$ cat config.mk
export PLATFORM = sky130hd
export DESIGN_NAME = seg7_scan_driver
export DESIGN_NICKNAME = d
export VERILOG_FILES = /design/src/rtl/seg7_pkg.sv /design/src/rtl/bcd_to_seg7.sv /design/src/rtl/seg7_scan_driver.sv
export SDC_FILE = /design/constraint.sdc
export NUM_CORES = 1
export LEC_CHECK = 0
export ABC_AREA = 1
export BUFFER_PORTS_ARGS = -buffer_cell sky130_fd_sc_hd__buf_2
export CAP_MARGIN = 20
export CORE_MARGIN = 2
export CORE_UTILIZATION = 59
export CTS_CLUSTER_SIZE = 25
export DETAILED_ROUTE_END_ITERATION = 8
export GPL_TIMING_DRIVEN = 0
export PLACE_DENSITY_LB_ADDON = 0.1
export SYNTH_ARGS = -nofsm -noshare
export SYNTH_HDL_FRONTEND = slang
export SYNTH_SLANG_ARGS = --single-unit
export TNS_END_PERCENT = 10
$ cat constraint.sdc
create_clock -name clk -period 2.6 [get_ports clk]
set_input_delay 0.13 -clock clk [delete_from_list [all_inputs] [get_ports clk]]
set_output_delay 0.13 -clock clk [all_outputs]
set_load 0.05 [all_outputs]
$ cat src/rtl/seg7_pkg.sv
// Shared definitions for 7-segment display blocks: digit count, segment
// constants and the BCD-to-segment table (active-low, {g,f,e,d,c,b,a}).
package seg7_pkg;

  localparam int unsigned NUM_DIGITS = 6;

  localparam logic [6:0] SEG_BLANK = 7'h7F;
  localparam logic [6:0] SEG_DASH  = 7'h3F;

  // Entry [n] is the pattern for digit n.
  localparam logic [9:0][6:0] SEG_TABLE = {
    7'h10, 7'h00, 7'h78, 7'h02, 7'h12,
    7'h19, 7'h30, 7'h24, 7'h79, 7'h40
  };

  typedef struct packed {
    logic [7:0] min;
    logic [7:0] sec;
    logic [7:0] msec;
  } bcd_time_t;

endpackage

$ cat src/rtl/bcd_to_seg7.sv
// Combinational BCD digit to active-low 7-segment decoder; non-BCD codes
// show a dash.
module bcd_to_seg7
  import seg7_pkg::*;
(
  input  logic [3:0] bcd_i,
  output logic [6:0] seg_o
);

  always_comb begin
    seg_o = SEG_DASH;
    if (bcd_i < 4'd10) begin
      seg_o = SEG_TABLE[bcd_i];
    end
  end

endmodule

$ cat src/rtl/seg7_scan_driver.sv
// Time-multiplexed 6-digit common-anode display driver with per-frame
// snapshot of the stopwatch BCD value, slot blanking and blinking decimal points.
module seg7_scan_driver
  import seg7_pkg::*;
#(
  parameter int unsigned SCAN_DIV  = 50000,
  parameter int unsigned BLANK_CYC = 500,
  parameter int unsigned LZ_BLANK  = 1
) (
  input  logic       clk,
  input  logic       n_reset,
  input  logic [7:0] min,
  input  logic [7:0] sec,
  input  logic [7:0] msec,
  input  logic       run,
  output logic [6:0] seg,
  output logic       dp,
  output logic [5:0] an
);

  localparam int unsigned CntW = $clog2(SCAN_DIV);

  logic [CntW-1:0] div_cnt_q, div_cnt_d;
  logic [2:0]      idx_q, idx_d;
  logic [6:0]      fc_q, fc_d;
  bcd_time_t       s1_q, s2_q, snap_q, snap_d;
  logic            run_s1_q, run_s2_q;
  logic [6:0]      seg_q, seg_d;
  logic            dp_q, dp_d;
  logic [5:0]      an_q, an_d;

  logic            slot_end, frame_wrap;
  logic [3:0]      digit;
  logic [6:0]      dec_seg;

  assign slot_end   = (div_cnt_q == CntW'(SCAN_DIV - 1));
  assign frame_wrap = slot_end && (idx_q == 3'(NUM_DIGITS - 1));

  always_comb begin
    div_cnt_d = slot_end ? '0 : div_cnt_q + CntW'(1);
    idx_d     = idx_q;
    if (slot_end) begin
      idx_d = frame_wrap ? 3'd0 : idx_q + 3'd1;
    end
    fc_d   = frame_wrap ? fc_q + 7'd1 : fc_q;
    // Only accept a value seen identically on two consecutive samples, so a
    // count caught mid-increment never reaches the display.
    snap_d = (frame_wrap && (s1_q == s2_q)) ? s2_q : snap_q;
  end

  always_comb begin
    digit = 4'd0;
    unique case (idx_q)
      3'd0:    digit = snap_q.msec[3:0];
      3'd1:    digit = snap_q.msec[7:4];
      3'd2:    digit = snap_q.sec[3:0];
      3'd3:    digit = snap_q.sec[7:4];
      3'd4:    digit = snap_q.min[3:0];
      3'd5:    digit = snap_q.min[7:4];
      default: digit = 4'd0;
    endcase
  end

  bcd_to_seg7 u_dec (
    .bcd_i (digit),
    .seg_o (dec_seg)
  );

  always_comb begin
    an_d  = 6'h3F;
    seg_d = SEG_BLANK;
    dp_d  = 1'b1;
    if (div_cnt_q >= CntW'(BLANK_CYC)) begin
      an_d  = ~(6'b000001 << idx_q);
      seg_d = dec_seg;
      if ((LZ_BLANK == 1) && (idx_q == 3'd5) && (digit == 4'd0)) begin
        seg_d = SEG_BLANK;
      end
      // Steady while running, blinks with frame counter bit 6 when stopped.
      if (((idx_q == 3'd2) || (idx_q == 3'd4)) && (run_s2_q || !fc_q[6])) begin
        dp_d = 1'b0;
      end
    end
  end

  always_ff @(posedge clk or negedge n_reset) begin
    if (!n_reset) begin
      div_cnt_q <= '0;
      idx_q     <= 3'd0;
      fc_q      <= 7'd0;
      s1_q      <= '0;
      s2_q      <= '0;
      snap_q    <= '0;
      run_s1_q  <= 1'b0;
      run_s2_q  <= 1'b0;
      seg_q     <= SEG_BLANK;
      dp_q      <= 1'b1;
      an_q      <= 6'h3F;
    end else begin
      div_cnt_q <= div_cnt_d;
      idx_q     <= idx_d;
      fc_q      <= fc_d;
      s1_q      <= '{min: min, sec: sec, msec: msec};
      s2_q      <= s1_q;
      snap_q    <= snap_d;
      run_s1_q  <= run;
      run_s2_q  <= run_s1_q;
      seg_q     <= seg_d;
      dp_q      <= dp_d;
      an_q      <= an_d;
    end
  end

  assign seg = seg_q;
  assign dp  = dp_q;
  assign an  = an_q;

endmodule

Yosys cells after proc, flatten, opt, wreduce, memory -nomap -nowiden
Memory sizes are Yosys's and may differ from the RTL's.
Cells that the tools add are included.
{"block": "totals", "rom_bits": 112, "memories": 1, "ramBits": 0, "inputBits": 27, "output_inout_bits": 14, "wordCells": 52, "reg_bits": 114, "latch_bits": 0}
{"name": "(no name shown)", "words": 16, "word_bits": 7, "read_ports": 1, "rd_ports_with_merged_regs": 0, "write_ports": 0, "line": "bcd_to_seg7.sv:13", "source": "seg_o = SEG_TABLE[bcd_i];"}
{"block": "op_classes", "n_reduce_logical": 9, "eq_ne": 7, "n_div": 0, "bitwise_logic": 1, "addsub": 3, "n_shift": 1, "mux": 10, "multipliers": 0, "magnitude_cmp": 3}
{"operator": "two-way mux 7 bit", "n": 4}
{"operator": "== test 24 bit", "n": 1}
{"operator": "one-hot mux 4 bit (6 select lines)", "n": 1}
{"operator": "adder 16 x 1 -> 16 bit, second input constant", "n": 1}
{"operator": "== test 16 bit, second input constant", "n": 1}
{"operator": "greater-or-equal comparator 16 x 9 -> 1 bit, second input constant", "n": 1}
{"operator": "two-way mux 16 bit", "n": 1}
{"operator": "adder 7 x 1 -> 7 bit, second input constant", "n": 1}
{"operator": "== test 3 x 2 -> 1 bit, second input constant", "n": 2}
{"operator": "== test 3 bit, second input constant", "n": 2}
{"operator": "two-way mux 6 bit", "n": 1}
{"operator": "inverter 6 bit", "n": 1}
{"operator": "left shift 1 x 3 -> 6 bit, first input constant", "n": 1}
{"operator": "less-than comparator 4 x 5 -> 1 bit, second input constant", "n": 1}
{"operator": "logical AND 1 bit", "n": 4}
{"operator": "logical NOT 4 bit", "n": 1}
{"operator": "less-than comparator 4 bit, second input constant", "n": 1}
{"operator": "adder 3 x 1 -> 3 bit, second input constant", "n": 1}
{"operator": "== test 3 x 1 -> 1 bit, second input constant", "n": 1}
{"operator": "logical NOT 3 bit", "n": 1}
{"operator": "two-way mux 3 bit", "n": 1}
{"operator": "logical OR 1 bit", "n": 2}
{"operator": "two-way mux 1 bit", "n": 2}
{"operator": "logical NOT 1 bit", "n": 1}

Logic depth before layout (Yosys ltp)
Gate-level depths: netlist of run 1.
{"block": "depth", "ltp_word": 7, "ltp_mapped": 16, "depth_no_buf": 16}

Cells and area by module
A second synthesis of run 1 with hierarchy kept.
{"block": "unflattened", "cells_unflattened": 530, "hier_area_um2": 4878.4}
{"module": "seg7_scan_driver", "area_each_um2": 4694.5, "seq_area_each_um2": 2870.3, "cells_each": 496, "n_inst": 1}
{"module": "bcd_to_seg7", "area_each_um2": 183.9, "seq_area_each_um2": 0.0, "cells_each": 34, "n_inst": 1}

Worst setup path before layout of run 1
Ideal clock, no wire load.
{"block": "synth_path", "path_kind": "register -> register", "startpoint": "reg idx_q[1]", "endpoint": "reg seg_q[0], in the netlist seg[0]", "setup_ns": 0.084, "arrival_time_ns": 1.874, "synth_period_minus_slack_ns": 1.958, "required_time_ns": 2.516, "n_path_buf": 0, "path_slack_ns": 0.642, "stages_incl_launch_ff": 17, "path_cell_list": "dfrtp_1 -> inv_1 -> ha_1 -> nand2_1 -> inv_2 -> nand2_1 -> nand2_1 -> a21oi_1 -> nand2_1 -> inv_1 -> ha_1 -> inv_1 -> nor2_1 -> nand2_1 -> nand2_1 -> nor2_2 -> nand2_1"}
{"block": "synth_between", "elab_chain_cells": 7, "elab_cells_between_ends": 15, "classes_between": "order compare (1); eq/ne (5); mux (5); reduce/logical (3); memory (1)"}
{"element": "from (decl)", "line": "seg7_scan_driver.sv:24", "source": "logic [2:0] idx_q, idx_d;"}
{"element": "from (signal assigned)", "line": "seg7_scan_driver.sv:101", "source": "idx_q <= idx_d;"}
{"element": "== test 3 bit (tied with other cells)", "line": "seg7_scan_driver.sv:53, seg7_scan_driver.sv:76"}
{"element": "one-hot mux 4 bit (6 select lines)", "line": "seg7_scan_driver.sv:53", "source": "unique case (idx_q)"}
{"element": "memory (16 x 7 bit)"}
{"element": "two-way mux 7 bit (not written as such)", "line": "bcd_to_seg7.sv:13"}
{"element": "two-way mux 7 bit", "line": "bcd_to_seg7.sv:12", "source": "if (bcd_i < 4'd10) begin"}
{"element": "two-way mux 7 bit (*)", "line": "seg7_scan_driver.sv:76", "source": "if ((LZ_BLANK == 1) && (idx_q == 3'd5) && (digit == 4'd0)) begin"}
{"element": "two-way mux 7 bit (*)", "line": "seg7_scan_driver.sv:73", "source": "if (div_cnt_q >= CntW'(BLANK_CYC)) begin"}
{"element": "net seg_d[0]", "line": "seg7_scan_driver.sv:28", "source": "logic [6:0] seg_q, seg_d;"}
{"element": "to (signal assigned)", "line": "seg7_scan_driver.sv:108", "source": "seg_q <= seg_d;"}
{"element": "to (decl)", "line": "seg7_scan_driver.sv:28"}
The timed path passes the listed nets; every way through them passes the cells marked *. The select of a mux whose other input is x is not followed.
A chain may end at the register's enable or synchronous reset.

Worst setup path in the final report of run 1
{"block": "layout_path", "startpoint": "reg idx_q[1]", "endpoint": "reg seg_q[2], in the netlist seg[2]"}
The elaborated chain is that of the path after synthesis.

==> key figures, run 1 <==
Power and ir drop
  • Clock group share of total power: 0.541
  • Reg power frac: 0.428
  • Cell internal pwr: 3.36 mW
  • Total Power: 4.32 mW
  • Worst-case vdd ir drop: 0.767 mV
  • Switching power: ~0.96 mW
  • Leakage power: 3.20 nW
  • PwrDens: 703 nW/um^2
  • Comb pwr share: 0.032
  • Switching fraction of total power: 0.221

Worst setup path
  • Slowest CP cell: dfrtp_1
  • Max incr delay on CP: 410 ps
  • Worst path arrival time: 2730 ps
  • Worst r2r src: idx_q[1]
  • Delay-heaviest family, CP: simple AND/OR/NAND/NOR gates
  • Worst-path cell chain: inv_1 -> ha_2 -> nand2_1 -> inv_2 -> nand2_1 -> nand2_1 -> a21oi_1 -> nand2_1 -> inv_1 -> ha_1 -> inv_1 -> nor2_1 -> nand2_1 -> nand2_1 -> nor2_2 -> nand2_1
  • Crit-path max FO: 6
  • Critical Path End Type: flip-flop
  • Crit path kind: reg -> reg
  • Req. time, crit path: around 3000 ps
  • Worst path bufs/invs: 4
  • Worst Setup SP: idx_q[1]
  • Most frequent cell on the critical path: nand2_1
  • Type of origin of the critical path: flip-flop

Global routing
  • Initial antenna violation count: 0
  • GRT overflow: 0
  • GR Util All Layers: 0.239
  • Vias in the first global route: 3597
  • Pin count of the biggest net entering global routing: 76
  • First-pass GRT wire length: 16500 um

Status
  • Outcome: completed

Clock network
  • Clock sink count: about 110
  • CTS Buf Count: 17
  • Worst skew pair latency: ~500 ps
  • Reg clk slew, reported paths: 60 ps
  • Post-CTS setup buffers: 0
  • CTS tree: yes
  • H-tree levels: 4
  • Clock buffer depth: 2
  • Clk root buf: clkbuf_8

Timing
  • Fmax achieved: 0.436 GHz
  • Hold slack: 134 ps
  • Max_slew headroom: 0.649
  • Final setup vio count: 0
  • Max Slew Vio Count: 0
  • Post-layout min period: 2290 ps
  • RSZ-0062 raised after global routing: no
  • Crit share post-route: 0.882
  • Least-Margin Pin Slew: 526 ps
  • Setup TNS: 0 ps
  • Final Hold Viols: 0
  • Skew final: between 5 and 6 ps

Yosys
  • Flops & latches, synth: 114
  • Mapped cell area: between 4000 and 5000 um^2
  • Top cells by area, synth: dfrtp_1 (51%), nand2_1 (14%), dfstp_2 (7.5%), nand3_1 (5.2%), inv_1 (4.9%)
  • Seq/Total Area, Yosys: 0.584
  • Synth cell types: 31
  • Syn Area/Cell: 9.18 um^2
  • Net Count, Synth: 575
  • Post-synth top area share: 0.509
  • Synth Instances: ~540
  • Number of synthesis warnings: 0
  • Leading area contributor after synthesis: dfrtp_1

Placement
  • Detailed placement HPWL: roughly 6300 um
  • Port bufs: 40
  • GP Congestion: roughly 0.83
  • Dpl cell area: 5270 um^2

Layout
  • Final core occ: 0.754
  • Final nets: 661
  • Share of layout cells above drive strength 1: 0.175
  • Design area: approximately 6100 um^2
  • Area grow syn2layout: 24.9%
  • Fill cells: 547
  • Antenna diodes: 0

Route
  • Avg WL per Cell: 12.9 um
  • DR pass1 iterations: 5
  • Initial DRC Count: 185
  • Via/cell ratio: ~4.9
  • Via count: 3644
  • DRC viols: 0
  • Detailed Route WL: 9560 um
  • DRT antenna net count: 0

Floorplanning
  • Row cnt: 33
  • Die width: 95.2 um
  • Core ar.: 8130 um^2
  • Die Ht: 95.2 um
  • Initial core utilization: 0.604
  • I/O Pins: 41
  • Die footprint: 9070 um^2

Flow run
  • Max-cap viol count: 0

Min path
  • Hold crit path type: in -> async
-- per-layer routing --
metal	global-route usage	up-vias	wire length, um
met5	0	-	0
met4	0.0628	0	127
met3	0.0656	10	334
met2	0.408	68	4950
met1	0.300	1727	4150
li1	-	1839	-
-- what timing repair did --
item / 4_1_cts / 5_1_grt
hold buffers: 26 / 0
gates resized for setup: 0 / 2
endpoints found under the setup margin: 0 / 6
hold endpoints to repair: 64 / 0
-- state kept, by name (all words and copies together) (netlist names) --
name	flops
seg	7
run_s2_q	1
run_s1_q	1
s2_q	24
an	6
fc_q	7
div_cnt_q	16
dp	1
idx_q	3
s1_q	24
snap_q	24
-- Yosys cell counts, drive strengths merged --
library cell  number
and2               1
ha                13
nand4              6
buf                7
nor3b              1
nand3b             1
a31oi              2
xnor2             16
nor4               1
a21oi              3
inv               72
nand3             52
dfrtp            100
nor3               7
o21ai              6
o211ai             2
nand2            181
dfstp             14
nor2              40
xor2               9
o22ai              1
-- power groups by stage --
| stage | clock network (mW) | registers (mW) | logic (mW) |
|---|---|---|---|
| finish | 2.33 | 1.85 | 0.136 |
| global route | 2.45 | 1.85 | 0.158 |
| CTS | 2.36 | 1.85 | 0.139 |
| detailed placement | 0 | 1.88 | 0.107 |
| global placement | 0 | 1.87 | 0.0988 |
| floorplan | 0 | 1.87 | 0.0442 |
-- through the flow --
step	worst slack, ps	instances
5_1_grt	12.5	739
3_3_place_gp	151	680
6_report	306	739
2_1_floorplan	642	535
4_1_cts	242	739
3_5_place_dp	263	681
-- cells in the final DEF (no fill, tap or decap), types with 11 or more instances in the layout --
| cell type | n |
|---|---|
| nand2_1 | 180 |
| dfrtp_1 | 100 |
| inv_1 | 64 |
| nand3_1 | 51 |
| buf_2 | 41 |
| nor2_1 | 34 |
| dlygate4sd3_1 | 26 |
| xnor2_1 | 16 |
| clkbuf_16 | 16 |
| dfstp_2 | 14 |
| ha_1 | 11 |
-- final cells by class --
type,instances,area [um^2],area share
flip-flops and latches,114,2870,0.468
multi-input cells,342,1720,0.280
repair buffers,67,490,0.0799
clock buffers,18,418,0.0681
inverters,72,273,0.0445
clock inverters,14,179,0.0292
well taps,105,131,0.0214
plain buffers,7,55.1,0.00897
-- worst paths after layout --
| check | endpoint | slack, ps | cells after the start |
|---|---|---|---|
| min in group clk | s1_q[22] | 260 | 2 |
| max reg2reg | seg[2] | 310 | 16 |
| max | seg[2] | 310 | 16 |
| max in group asynchronous | s1_q[0] | 1750 | 3 |
| min reg2reg | run_s2_q | 350 | 0 |
| min | div_cnt_q[13] | 130 | 2 |
-- kinds of logic (layout without fill, tap and decap cells) --
kind of cell,count (synthesis),in the layout,synth area share
simple gates,290,290,0.255
fa+ha+maj,13,13,0.0331
xor+xnor,25,25,0.0446
flops,114,114,0.584
buf+inv,79,178,0.0667
compound gates,14,14,0.0160
No activity file was read; power rests on OpenSTA's default activity.
==> run 2: changes to the inputs <==
--- a/config.mk
+++ b/config.mk
@@ -9,7 +9,8 @@
 export BUFFER_PORTS_ARGS = -buffer_cell sky130_fd_sc_hd__buf_2
 export CAP_MARGIN = 20
 export CORE_MARGIN = 2
-export CORE_UTILIZATION = 59
+export CORE_UTILIZATION = 61
+export CTS_BUF_LIST = sky130_fd_sc_hd__clkbuf_4
 export CTS_CLUSTER_SIZE = 25
 export DETAILED_ROUTE_END_ITERATION = 8
 export GPL_TIMING_DRIVEN = 0
==> constraint.sdc (replaced) <==
create_clock -name clk -period 2.3 [get_ports clk]
set_input_delay 0.115 -clock clk [delete_from_list [all_inputs] [get_ports clk]]
set_output_delay 0.115 -clock clk [all_outputs]
set_load 0.05 [all_outputs]
==> run 2 against run 1 <==
  * Sequential power up 12%
  * Register-to-register slack got worse by 100 ps
  * Flip-flop and latch count unchanged
  * Design area shrank 3.3%
  * Worst hold slack gained 35 ps
  * Count of clock-buffer cells in the layout unchanged
  * First-iteration DRC count decreased by 12%
  * Die area fell by 3.1%
==> key figures, run 2 (synthesis gave the netlist of run 1 again) <==
Route
  • Via/cell ratio: 4.95 (+0.39%)
  • Detailed Route WL: 9590 um (+0.31%)
  • Initial DRC Count: 163 (-12%)
  • DRC viols: 0 (unchanged)
  • DR pass1 iterations: 5 (unchanged)
  • Avg WL per Cell: 12.9 um (about the same)
  • DRT antenna net count: 0 (unchanged)
  • Via count: 3673 (+0.80%)

Global routing
  • Vias in the first global route: 3602 (+0.14%)
  • GR Util All Layers: 0.243 (+0.00480)
  • First-pass GRT wire length: 16300 um (-1.6%)
  • Initial antenna violation count: 0 (unchanged)
  • Pin count of the biggest net entering global routing: 62 (-18%)
  • GRT overflow: 0 (unchanged)

Worst setup path
  • Req. time, crit path: 2750 ps (-280 ps)
  • Worst-path cell chain: buf_4 -> inv_4 -> ha_2 -> nand2_1 -> nand2_1 -> a21oi_2 -> nand2_2 -> inv_1 -> ha_1 -> inv_1 -> nor2_1 -> nand2_1 -> nand2_1 -> nor2_4 -> nand2_1
  • Slowest CP cell: dfrtp_1
  • Max incr delay on CP: 400 ps (about the same)
  • Most frequent cell on the critical path: nand2_1
  • Crit-path max FO: 10 (+4)
  • Crit path kind: reg -> reg
  • Critical Path End Type: flip-flop
  • Worst path arrival time: 2550 ps (-180 ps)
  • Type of origin of the critical path: flip-flop

Clock network
  • CTS tree: yes
  • Clock sink count: 114 (unchanged)
  • H-tree levels: 4 (unchanged)
  • Reg clk slew, reported paths: 110 ps (+50 ps)
  • Worst skew pair latency: 520 ps (about the same)
  • Clock buffer depth: 2 (unchanged)
  • CTS Buf Count: 17 (unchanged)
  • Clk root buf: clkbuf_4

Power and ir drop
  • Leakage power: 3.11 nW (-3.0%)
  • PwrDens: 630 nW/um^2 (-10%)
  • Worst-case vdd ir drop: 0.645 mV (-16%)

Floorplanning
  • I/O Pins: 41 (unchanged)
  • Die footprint: 8790 um^2 (-3.1%)
  • Initial core utilization: 0.632 (+0.0285)
  • Die Ht: 93.7 um (-1.6%)
  • Core ar.: 7770 um^2 (-4.5%)
  • Die width: 93.7 um (-1.6%)
  • Row cnt: 32 (-3.0%)

Placement
  • Port bufs: 40 (unchanged)
  • GP Congestion: 0.867 (+4.2%)
  • Detailed placement HPWL: 6580 um (+3.7%)
  • Post-Place Worst Slack: -77.9 ps (-341 ps)

Timing
  • Crit share post-route: 0.913 (+0.0301)
  • Final Hold Viols: 0 (unchanged)
  • Post-layout min period: 2100 ps (-196 ps)
  • RSZ-0062 raised after global routing: no
  • Skew final: 20.9 ps (+15.3 ps)
  • Final setup vio count: 0 (unchanged)
  • Max_slew headroom: 0.545 (-0.104)
  • Worst Slack Setup Final: 201 ps (-104 ps)
  • Max Slew Vio Count: 0 (unchanged)
  • Fmax achieved: 0.476 GHz (+9.3%)
  • Least-Margin Pin Slew: 682 ps (+157 ps)

Flow run
  • Max-cap viol count: 0 (unchanged)

Status
  • Outcome: completed

Layout
  • Most frequent cells in the layout: nand2_1 (178), dfrtp_1 (99), inv_1 (61)
  • Commonest non-fill, non-tap cell in the layout: nand2_1
  • Area grow syn2layout: 20.8%
  • Largest registers: s1_q: 24 flops, s2_q: 24 flops, snap_q: 24 flops
  • Final core occ: 0.764 (+0.00951)
  • Antenna diodes: 0 (unchanged)
  • Final nets: 667 (+0.91%)
  • Share of layout cells above drive strength 1: 0.203 (+0.0280)

Min path
  • Hold crit path type: in -> async
run 2: cell count changes in the layout (fill, tap and decap cells not counted), moves of 3 or more:
| cell | delta |
|---|---|
| buf_4 | +6 |
| clkbuf_4 | +18 |
| inv_1 | -3 |
| ha_4 | +3 |
| clkbuf_16 | -16 |
run 2: worst paths after layout:
check / start / end / slack [ps] / cells after the start
min in group clk: sec[1] / s1_q[9] / 220 / 2
worst max register to register: idx_q[2] / seg[4] / 200 / 15
max in group asynchronous: n_reset / seg[0] / 1370 / 3
worst max-delay path: idx_q[2] / seg[4] / 200 / 15
worst min register to register: run_s1_q / run_s2_q / 380 / 0
worst min-delay path: n_reset / div_cnt_q[7] / 170 / 2
run 2: cell type report:
class	count	area (um^2)
Clock buffer	18	135
Fill cell	564	1830
Inverter	72	275
Buffer	7	55.1
Multi-Input combinational cell	342	1780
Sequential cell	114	2870
Tap cell	102	128
Timing Repair Buffer	73	536
Clock inverter	14	155
run 2: repair_timing:
action                     CTS  global route
setup endpoints to repair    6             6
resized for setup            2            17
cloned                       0             0
hold endpoints to repair    78             0
pin swaps                    0             2
hold buffers                26             0
setup buffers                0             6
run 2: report_power, final:
group / internal (mW) / switching (mW) / leakage [nW] / total [mW]
Clock: 0.672 / 0.827 / 0.154 / 1.50
Sequential: 2.05 / 0.0346 / 1.41 / 2.08
Combinational: 0.0790 / 0.0759 / 1.54 / 0.155
Total: 2.80 / 0.937 / 3.11 / 3.74
run 2: metal layers:
metal,track usage,vias to the layer above,routed length (um)
met2,0.411,79,4880
met5,0,-,0
met4,0.111,0,237
li1,-,1840,-
met1,0.295,1731,4140
met3,0.0602,23,329
run 2: critical path: cells and delay by family, from the launching register on:
family	cells	cell delay (ps)
adder cells (fa/ha/maj)	2	470
flip-flops	1	400
AO/OA/AOI/OAI	1	40
buffers and inverters	4	410
AND/OR/NAND/NOR	8	720
run 2: through the flow:
stage | instance area (um^2) | cells | power (mW) | TNS (ps) | hold WS [ps]
finish | 5930 | 742 | 3.74 | 0 | 170
global route | 5930 | 742 | 3.90 | 0 | 182
CTS | 5830 | 736 | 3.77 | 0 | 178
detailed placement | 5270 | 678 | 2.24 | -397 | 200
global placement | 5240 | 677 | 2.23 | -10490 | 222
floorplan | 4910 | 535 | 2.16 | 0 | -181
